File: config.mk
export PLATFORM = sky130hd
export DESIGN_NAME = i2c_cmd_arbiter
export DESIGN_NICKNAME = d
export VERILOG_FILES = /design/src/rtl/i2c_arb_pkg.sv /design/src/rtl/i2c_cmd_arbiter_rr_arbiter.sv /design/src/rtl/i2c_cmd_arbiter.sv
export SDC_FILE = /design/constraint.sdc
export NUM_CORES = 1
export LEC_CHECK = 0
export ABC_AREA = 1
export BUFFER_PORTS_ARGS = -buffer_cell sky130_fd_sc_hd__buf_2
export CAP_MARGIN = 20
export CELL_PAD_IN_SITES_DETAIL_PLACEMENT = 0
export CELL_PAD_IN_SITES_GLOBAL_PLACEMENT = 2
export CORE_MARGIN = 4
export CORE_UTILIZATION = 25
export CTS_CLUSTER_DIAMETER = 60
export DETAILED_ROUTE_END_ITERATION = 8
export HOLD_SLACK_MARGIN = 0.08
export PLACE_DENSITY_LB_ADDON = 0.1
export SLEW_MARGIN = 20
export SYNTH_ARGS = -nofsm -noshare
export SYNTH_HDL_FRONTEND = slang
export SYNTH_HIERARCHICAL = 1
export SYNTH_SLANG_ARGS = --single-unit
File: constraint.sdc
create_clock -name clk_12M -period 1.4 [get_ports clk_12M]
set_input_delay 0.28 -clock clk_12M [delete_from_list [all_inputs] [get_ports clk_12M]]
set_output_delay 0.28 -clock clk_12M [all_outputs]
set_load 0.01 [all_outputs]
File: src/rtl/i2c_arb_pkg.sv
// Shared types and constants for the I2C command arbiter slice.
package i2c_arb_pkg;

  localparam int unsigned FRAME_W = 24;

  // Codec device addresses (8-bit write form as sent on the bus)
  localparam logic [7:0] ES8156_ADDR = 8'h12;
  localparam logic [7:0] ADC_ADDR    = 8'h40;

  typedef enum logic [2:0] {
    ST_IDLE,
    ST_START,
    ST_WAIT_DONE,
    ST_WAIT_REL,
    ST_RESP
  } state_e;

  // Build a write frame {dev_addr, reg_addr, data}
  function automatic logic [FRAME_W-1:0] pack_frame(input logic [7:0] dev,
                                                    input logic [7:0] reg_addr,
                                                    input logic [7:0] data);
    return {dev, reg_addr, data};
  endfunction

endpackage

File: src/rtl/i2c_cmd_arbiter_rr_arbiter.sv
// Combinational round-robin picker: first requester at or after rr_ptr.
module rr_arbiter #(
  parameter  int unsigned NUM_REQ = 2,
  localparam int unsigned IDX_W   = (NUM_REQ > 1) ? $clog2(NUM_REQ) : 1
) (
  input  logic [NUM_REQ-1:0] req,
  input  logic [IDX_W-1:0]   rr_ptr,
  output logic [NUM_REQ-1:0] pick,
  output logic [IDX_W-1:0]   pick_idx
);

  logic             found;
  logic [IDX_W:0]   sum;
  logic [IDX_W-1:0] idx;

  // Search upward from rr_ptr, wrapping at NUM_REQ; first hit wins
  always_comb begin
    pick     = '0;
    pick_idx = '0;
    found    = 1'b0;
    sum      = '0;
    idx      = '0;
    for (int unsigned k = 0; k < NUM_REQ; k++) begin
      sum = {1'b0, rr_ptr} + (IDX_W+1)'(k);
      if (sum >= (IDX_W+1)'(NUM_REQ)) begin
        sum = sum - (IDX_W+1)'(NUM_REQ);
      end
      idx = sum[IDX_W-1:0];
      if (!found && req[idx]) begin
        found     = 1'b1;
        pick[idx] = 1'b1;
        pick_idx  = idx;
      end
    end
  end

endmodule

File: src/rtl/i2c_cmd_arbiter.sv
// Round-robin sharing of one I2C write engine with NACK retry and watchdog.
module i2c_cmd_arbiter
  import i2c_arb_pkg::*;
#(
  parameter int unsigned NUM_REQ     = 2,
  parameter int unsigned MAX_RETRY   = 2,
  parameter int unsigned TIMEOUT_CYC = 60000
) (
  input  logic                   clk_12M,
  input  logic                   rst,
  input  logic [NUM_REQ-1:0]     req,
  input  logic [NUM_REQ*24-1:0]  req_data,
  output logic [NUM_REQ-1:0]     gnt,
  output logic [NUM_REQ-1:0]     done,
  output logic [NUM_REQ-1:0]     err,
  output logic                   busy,
  output logic                   eng_start,
  output logic [23:0]            eng_data,
  input  logic                   eng_done,
  input  logic                   eng_nack
);

  localparam int unsigned IDX_W = (NUM_REQ > 1) ? $clog2(NUM_REQ) : 1;
  localparam int unsigned CNT_W = $clog2(TIMEOUT_CYC);
  localparam logic [CNT_W-1:0] CNT_LAST  = CNT_W'(TIMEOUT_CYC - 1);
  localparam logic [2:0]       RETRY_MAX = 3'(MAX_RETRY);
  localparam logic [IDX_W-1:0] IDX_LAST  = IDX_W'(NUM_REQ - 1);

  state_e               state_q, state_d;
  logic [NUM_REQ-1:0]   gnt_q, gnt_d;
  logic [NUM_REQ-1:0]   done_q, done_d;
  logic [NUM_REQ-1:0]   err_q, err_d;
  logic                 eng_start_q, eng_start_d;
  logic [FRAME_W-1:0]   eng_data_q, eng_data_d;
  logic [IDX_W-1:0]     rr_ptr_q, rr_ptr_d;
  logic [IDX_W-1:0]     owner_q, owner_d;
  logic [2:0]           retry_cnt_q, retry_cnt_d;
  logic [CNT_W-1:0]     tmo_cnt_q, tmo_cnt_d;
  logic                 nack_q, nack_d;
  logic                 tmo_q, tmo_d;

  logic [NUM_REQ-1:0]   pick;
  logic [IDX_W-1:0]     pick_idx;
  logic                 tmo_hit;
  logic [CNT_W-1:0]     tmo_next;

  rr_arbiter #(.NUM_REQ(NUM_REQ)) u_rr (
    .req      (req),
    .rr_ptr   (rr_ptr_q),
    .pick     (pick),
    .pick_idx (pick_idx)
  );

  assign tmo_hit  = (tmo_cnt_q == CNT_LAST);
  assign tmo_next = tmo_hit ? tmo_cnt_q : tmo_cnt_q + 1'b1;

  // Next-state, counters and response pulses
  always_comb begin
    state_d     = state_q;
    gnt_d       = gnt_q;
    done_d      = '0;
    err_d       = '0;
    eng_start_d = eng_start_q;
    eng_data_d  = eng_data_q;
    rr_ptr_d    = rr_ptr_q;
    owner_d     = owner_q;
    retry_cnt_d = retry_cnt_q;
    tmo_cnt_d   = tmo_cnt_q;
    nack_d      = nack_q;
    tmo_d       = tmo_q;

    unique case (state_q)
      ST_IDLE: begin
        // The owner still holds req during its done/err cycle, so that
        // cycle is skipped to avoid re-granting from a stale level.
        if ((|req) && !(|done_q) && !(|err_q)) begin
          eng_data_d  = req_data[int'(pick_idx)*FRAME_W +: FRAME_W];
          gnt_d       = pick;
          owner_d     = pick_idx;
          retry_cnt_d = '0;
          state_d     = ST_START;
        end
      end
      ST_START: begin
        eng_start_d = 1'b1;
        tmo_cnt_d   = '0;
        nack_d      = 1'b0;
        tmo_d       = 1'b0;
        state_d     = ST_WAIT_DONE;
      end
      ST_WAIT_DONE: begin
        tmo_cnt_d = tmo_next;
        if (eng_done) begin
          eng_start_d = 1'b0;
          nack_d      = eng_nack;
          state_d     = ST_WAIT_REL;
        end else if (tmo_hit) begin
          eng_start_d = 1'b0;
          tmo_d       = 1'b1;
          state_d     = ST_RESP;
        end
      end
      ST_WAIT_REL: begin
        tmo_cnt_d = tmo_next;
        if (!eng_done) begin
          if (nack_q && (retry_cnt_q < RETRY_MAX)) begin
            retry_cnt_d = retry_cnt_q + 3'd1;
            state_d     = ST_START;
          end else begin
            state_d = ST_RESP;
          end
        end else if (tmo_hit) begin
          tmo_d   = 1'b1;
          state_d = ST_RESP;
        end
      end
      ST_RESP: begin
        if (tmo_q || nack_q) begin
          err_d[owner_q] = 1'b1;
        end else begin
          done_d[owner_q] = 1'b1;
        end
        gnt_d    = '0;
        rr_ptr_d = (owner_q == IDX_LAST) ? '0 : owner_q + 1'b1;
        state_d  = ST_IDLE;
      end
      default: begin
        state_d = ST_IDLE;
      end
    endcase
  end

  // State and datapath registers with synchronous reset
  always_ff @(posedge clk_12M) begin
    if (rst) begin
      state_q     <= ST_IDLE;
      gnt_q       <= '0;
      done_q      <= '0;
      err_q       <= '0;
      eng_start_q <= 1'b0;
      eng_data_q  <= '0;
      rr_ptr_q    <= '0;
      owner_q     <= '0;
      retry_cnt_q <= '0;
      tmo_cnt_q   <= '0;
      nack_q      <= 1'b0;
      tmo_q       <= 1'b0;
    end else begin
      state_q     <= state_d;
      gnt_q       <= gnt_d;
      done_q      <= done_d;
      err_q       <= err_d;
      eng_start_q <= eng_start_d;
      eng_data_q  <= eng_data_d;
      rr_ptr_q    <= rr_ptr_d;
      owner_q     <= owner_d;
      retry_cnt_q <= retry_cnt_d;
      tmo_cnt_q   <= tmo_cnt_d;
      nack_q      <= nack_d;
      tmo_q       <= tmo_d;
    end
  end

  assign gnt       = gnt_q;
  assign done      = done_q;
  assign err       = err_q;
  assign busy      = (state_q != ST_IDLE);
  assign eng_start = eng_start_q;
  assign eng_data  = eng_data_q;

endmodule

== After elaboration in Yosys (flattened, before gate mapping) ==
Index checks and enable logic that the tools add are counted.
Storage, ports and cells
  bits in registers: 57
  output and inout bits: 32
  memories: 0
  bits in latches: 0
  ROM bits: 0
  memory bits (writable): 0
  word-level logic and storage cells: 117
Operators by class
  bitwise logic cells: 3
  magnitude comparators: 9
  equal/unequal tests: 13
  muxes and demuxes: 41
  shift operators: 1
  $mul: 1
  add/subtract/negate cells: 6
  reduce and logical (&&, ||, !) cells: 31
  div/mod/pow operators: 0
Operator list (count)
  indexed part select 48 x 7 -> 24 bit: 1
  case mux 16 bit (2 select lines): 1
  two-way mux 3 bit: 8
  two-way mux 1 bit: 19
  adder 16 x 1 -> 16 bit (second input constant): 1
  == test 16 bit (second input constant): 1
  two-way mux 16 bit: 1
  != test 2 bit (second input constant): 7
  case mux 3 bit (4 select lines): 1
  AND reduction 2 bit: 5
  nonzero test 2 bit: 4
  OR reduction 2 bit: 4
  logical AND 1 bit: 7
  == test 3 x 2 -> 1 bit (second input constant): 2
  less-than comparator 1 x 2 -> 1 bit (second input constant): 3
  two-way mux 2 bit: 3
  case mux 3 bit (2 select lines): 1
  nonzero test 3 bit: 2
  OR reduction 3 bit: 2
  case mux 1 bit (2 select lines): 2
  case mux 2 bit (2 select lines): 1
  AND reduction 4 bit: 1
  adder 3 x 1 -> 3 bit (second input constant): 1
  demux 1 bit (select 1 bit): 3
  other kinds (18): 24

== Logic depth before layout (Yosys ltp) ==
  depth in word-level cells: 11
  mapped depth: 10
  gate-level depth less buffers: 10

== Cells and area by module ==
Netlist, hierarchy kept.
By module, submodules not included
  i2c_cmd_arbiter: area an instance 2795.2 µm², cells an instance 382, instances 1, sequential area each 1141.1 µm²
  rr_arbiter: area an instance 28.8 µm², cells an instance 5, instances 1, sequential area each 0.0 µm²

== Worst setup path after synthesis ==
No wires, ideal clock.
  path type: flip-flop to flip-flop
  from: register tmo_cnt_q[0]
  to: register tmo_cnt_q[3]
  data required time: 1331 ps
  cell stages (with the launch flop): 9
  clock period less this slack: 1466 ps
  path buffers: 1
  arrival: 1397 ps
  setup slack: -66 ps
  cells stage by stage: dfxtp_1 > ha_1 > nand3_1 > nor2_2 > nand3_4 > nand2_4 > buf_8 > nand2_1 > a21oi_2
Between the ends
  cells in the longest elaborated chain, start to end: 3
RTL lines
  from (decl): RTL line i2c_cmd_arbiter.sv:38  | logic [CNT_W-1:0] tmo_cnt_q, tmo_cnt_d;
  from (signal assigned): RTL line i2c_cmd_arbiter.sv:158  | tmo_cnt_q <= tmo_cnt_d;
  adder 16 x 1 -> 16 bit or == test 16 bit (tied branches): RTL line i2c_cmd_arbiter.sv:55, i2c_cmd_arbiter.sv:54
  two-way mux 16 bit or != test 2 bit (tied branches)
  case mux 16 bit (2 select lines) or AND reduction 2 bit (tied branches)
Parallel ways exist; a longest one is shown, timed or not. The select of a mux whose other input is x is not followed.
A chain may end at the register's enable or synchronous reset.

== Worst setup path in the final report ==
  from: register tmo_cnt_q[0]
  to: register tmo_cnt_q[11]
The elaborated chain is that of the path after synthesis.

==> summary.txt <==
vias per cell -> 4.48
worst clock skew -> 0.00615 ns
Chip Height -> 114 um
Max-slew headroom -> 77.9%
Antenna Nets Post-Route -> 0
top cells by area, synth -> dfxtp_1 (40%), nand2_1 (9.8%), mux2i_1 (8.5%)
clk_lat worst skew -> 0.33 ns
Post-synth EDFFs -> 0
Top cell by count, worst path -> nand3_4
Peak VDD IR -> 914 uV
R2R setup slack -> 0.04 ns
post-route clock period utilization -> 97.3%
Seq cells post-synth -> 57
Hold Startpoint -> eng_nack
H-tree depth -> 3
Final WS setup -> 0.0372 ns
crit path cell chain -> ha_4 > nand3_4 > nor2_4 > nand3_4 > buf_6 > a21oi_2 > nor2_2 > nor2_1
CTS Buffer Depth -> 2
Crit path arrival time -> 1.63 ns
TritonCTS buffer count -> 9
Initial Util -> 25.8%
slowest stage cell, crit path -> dfxtp_2
RSZ-0062 raised after global routing -> yes
share of layout cells above drive strength 1 -> 42.2%
DR iter-0 viols -> 82
vias in the first global route -> 2842
Slew @ Worst Pin -> 0.331 ns
Min Clock Period, post-route -> 1.36 ns
Area Growth Syn to Fin -> 53.5%
reg2reg path depth -> 8
Global Route Usage Sum -> 13.8%
CTS clock-pin slew for the worst setup and hold paths -> 0.05 ns
TritonCTS clock tree -> done
Cells after Synth -> 387
critical path class -> register to register
worst endpoint required time -> 1.67 ns
die area -> 13100 um2
Buf+Inv Stages, Crit Path -> 1
core footprint -> 10900 um2
post-synth top area cell -> dfxtp_1
most frequent cells in the layout -> buf_2 (85), nand2_1 (63), dfxtp_1 (45)
total gr overflow -> 0
status -> finished, final reports clean
Cell variety after synth -> 31
Top FF cell, synth -> dfxtp_1
Setup crit end kind -> register
largest net degree at the start of global routing -> 51
Final Setup Violations -> 0
area share of the largest cell type after synthesis -> 40.4%
Placer Congestion -> 0.840
Pwr Total -> 5620 uW
final net count -> 572
post-synthesis cell area -> 2820 um2
Hold Fails Final Rpt -> 0
worst setup path start -> tmo_cnt_q[0]$_SDFFE_PP0P_
Setup TNS -> 0 ns
HPWL after detailed placement -> 6290 um
Cell Rows -> 38
yosys warns -> 6
P_leak -> 0.00188 uW
FILL cells -> 1144
Pwr Density -> 1300 nW/um2
Worst Hold Class -> input port to register
Syn Nets -> 443
routed len/inst -> 13.8 um
diodes inserted -> 0
post-synthesis sequential area ratio -> 40.4%
largest delay contributor family on the critical path -> simple AND/OR/NAND/NOR gates
R2R Path Start -> tmo_cnt_q[0]$_SDFFE_PP0P_
DRT Pass-1 Iters -> 4
first-pass GRT wire length -> 14000 um
Startpoint Class -> register
Avg Inst Size Synth -> 7.30 um2
worst slack, placed -> -0.0747 ns
Max Cap Violations -> 0
die width -> 114 um
FF-to-FF End -> tmo_cnt_q[11]$_SDFFE_PP0P_
ys async rst share -> 0%
DR vias -> 2961
clk sink count -> 57
Min-Delay Endpoint -> nack_q$_SDFFE_PP0P_
cell count of the worst hold path -> 3
DRT Wirelength -> 9130 um
antenna violations before repair -> 0
CP Max Fanout -> 6
final max-slew violation count -> 0
commonest non-fill, non-tap cell in the layout -> buf_2
achievable frequency -> 734 MHz
clk root buf -> clkbuf_16
port buffer count -> 85
Ports -> 86
DRC Markers -> 0
slowest stage delay, CP -> 0.35 ns
## tightest hold or removal path, stage by stage
cell and delay [ns]:
buf_2 0.10, nand2_1 0.05, a21oi_1 0.05
## state kept, by name (all words and copies together), names as in the netlist
register and flops:
done 2, eng_data 24, eng_start 1, err 2, gnt 2, nack_q 1
owner_q 1, retry_cnt_q 3, rr_ptr_q 1, state_q 3, tmo_cnt_q 16, tmo_q 1
## cells in the mapped netlist (2+ instances only)
| cell | count |
|---|---|
| o21ai_0 | 29 |
| inv_2 | 2 |
| nand4_1 | 5 |
| nand2_1 | 74 |
| nor3_1 | 8 |
| nor4_1 | 2 |
| buf_2 | 8 |
| a21oi_2 | 4 |
| clkbuf_1 | 6 |
| a21oi_1 | 45 |
| ha_1 | 2 |
| inv_1 | 33 |
| nand2_2 | 3 |
| dfxtp_1 | 57 |
| mux2i_1 | 24 |
| nor2_2 | 5 |
| nand3_1 | 23 |
| nor2_1 | 43 |
| o21bai_1 | 2 |
## cell type report
| class | instances | area, um2 | area share, % |
|---|---|---|---|
| clock buffers | 12 | 267 | 6.15 |
| flip-flops and latches | 57 | 1160 | 26.7 |
| well taps | 140 | 175 | 4.04 |
| clock inverters | 4 | 50.0 | 1.15 |
| multi-input cells | 281 | 1670 | 38.5 |
| inverters | 35 | 134 | 3.09 |
| repair buffers | 132 | 880 | 20.3 |
## metal layers
metal | global-route usage (%) | share of wire (%) | wire length [um]
met1 | 17.3 | 45 | 4110
met2 | 20.8 | 46 | 4170
met3 | 6.13 | 7.8 | 716
met4 | 5.46 | 1.4 | 124
met5 | 0 | 0 | 0
## where the power goes
group | leakage (uW) | switching (uW) | internal [uW]
Combinational | 0.00125 | 780 | 619
Sequential | 0.000473 | 97.2 | 1800
Clock | 0.000151 | 808 | 1520
Total | 0.00188 | 1690 | 3940
## cells by family after synthesis
logic type / share of synthesized area, %
and+or+nand+nor: 26.2
AOI/OAI and AO/OA: 16.3
DFF: 40.4
buffers and inverters: 7.40
muxes: 8.51
adders and majority gates: 0.886
xor gates and xnor gates: 0.310
## through the flow
step | util [%] | instances | hold slack (ns) | area [um2]
5_1_grt | 39.6 | 661 | 0.212 | 4330
3_3_place_gp | 33.6 | 635 | 0.448 | 3680
2_1_floorplan | - | 387 | 0.426 | 2830
3_5_place_dp | 33.6 | 635 | 0.453 | 3680
4_1_cts | 37.1 | 651 | 0.182 | 4050
6_report | 39.6 | 661 | 0.199 | 4330
## worst max-delay path by stage
stage	depth (start not counted)	to	slack, ns
global route	8	tmo_cnt_q[11]$_SDFFE_PP0P_	-0.1
global placement	9	tmo_cnt_q[5]$_SDFFE_PP0P_	-0.05
CTS	7	retry_cnt_q[0]$_SDFFE_PP0P_	-0.003
finish	8	tmo_cnt_q[11]$_SDFFE_PP0P_	0.04
floorplan	8	tmo_cnt_q[3]$_SDFFE_PP0P_	0.009
detailed placement	9	tmo_cnt_q[5]$_SDFFE_PP0P_	-0.07
## timing repair
action / 4_1_cts / 5_1_grt
gates cloned: 0 / 5
setup endpoints to repair: 23 / 47
pin swaps: 5 / 20
gates resized for setup: 16 / 50
hold buffers: 0 / 0
buffers inserted: 0 / 5
Note: power is estimated with default switching activity, not from simulation.
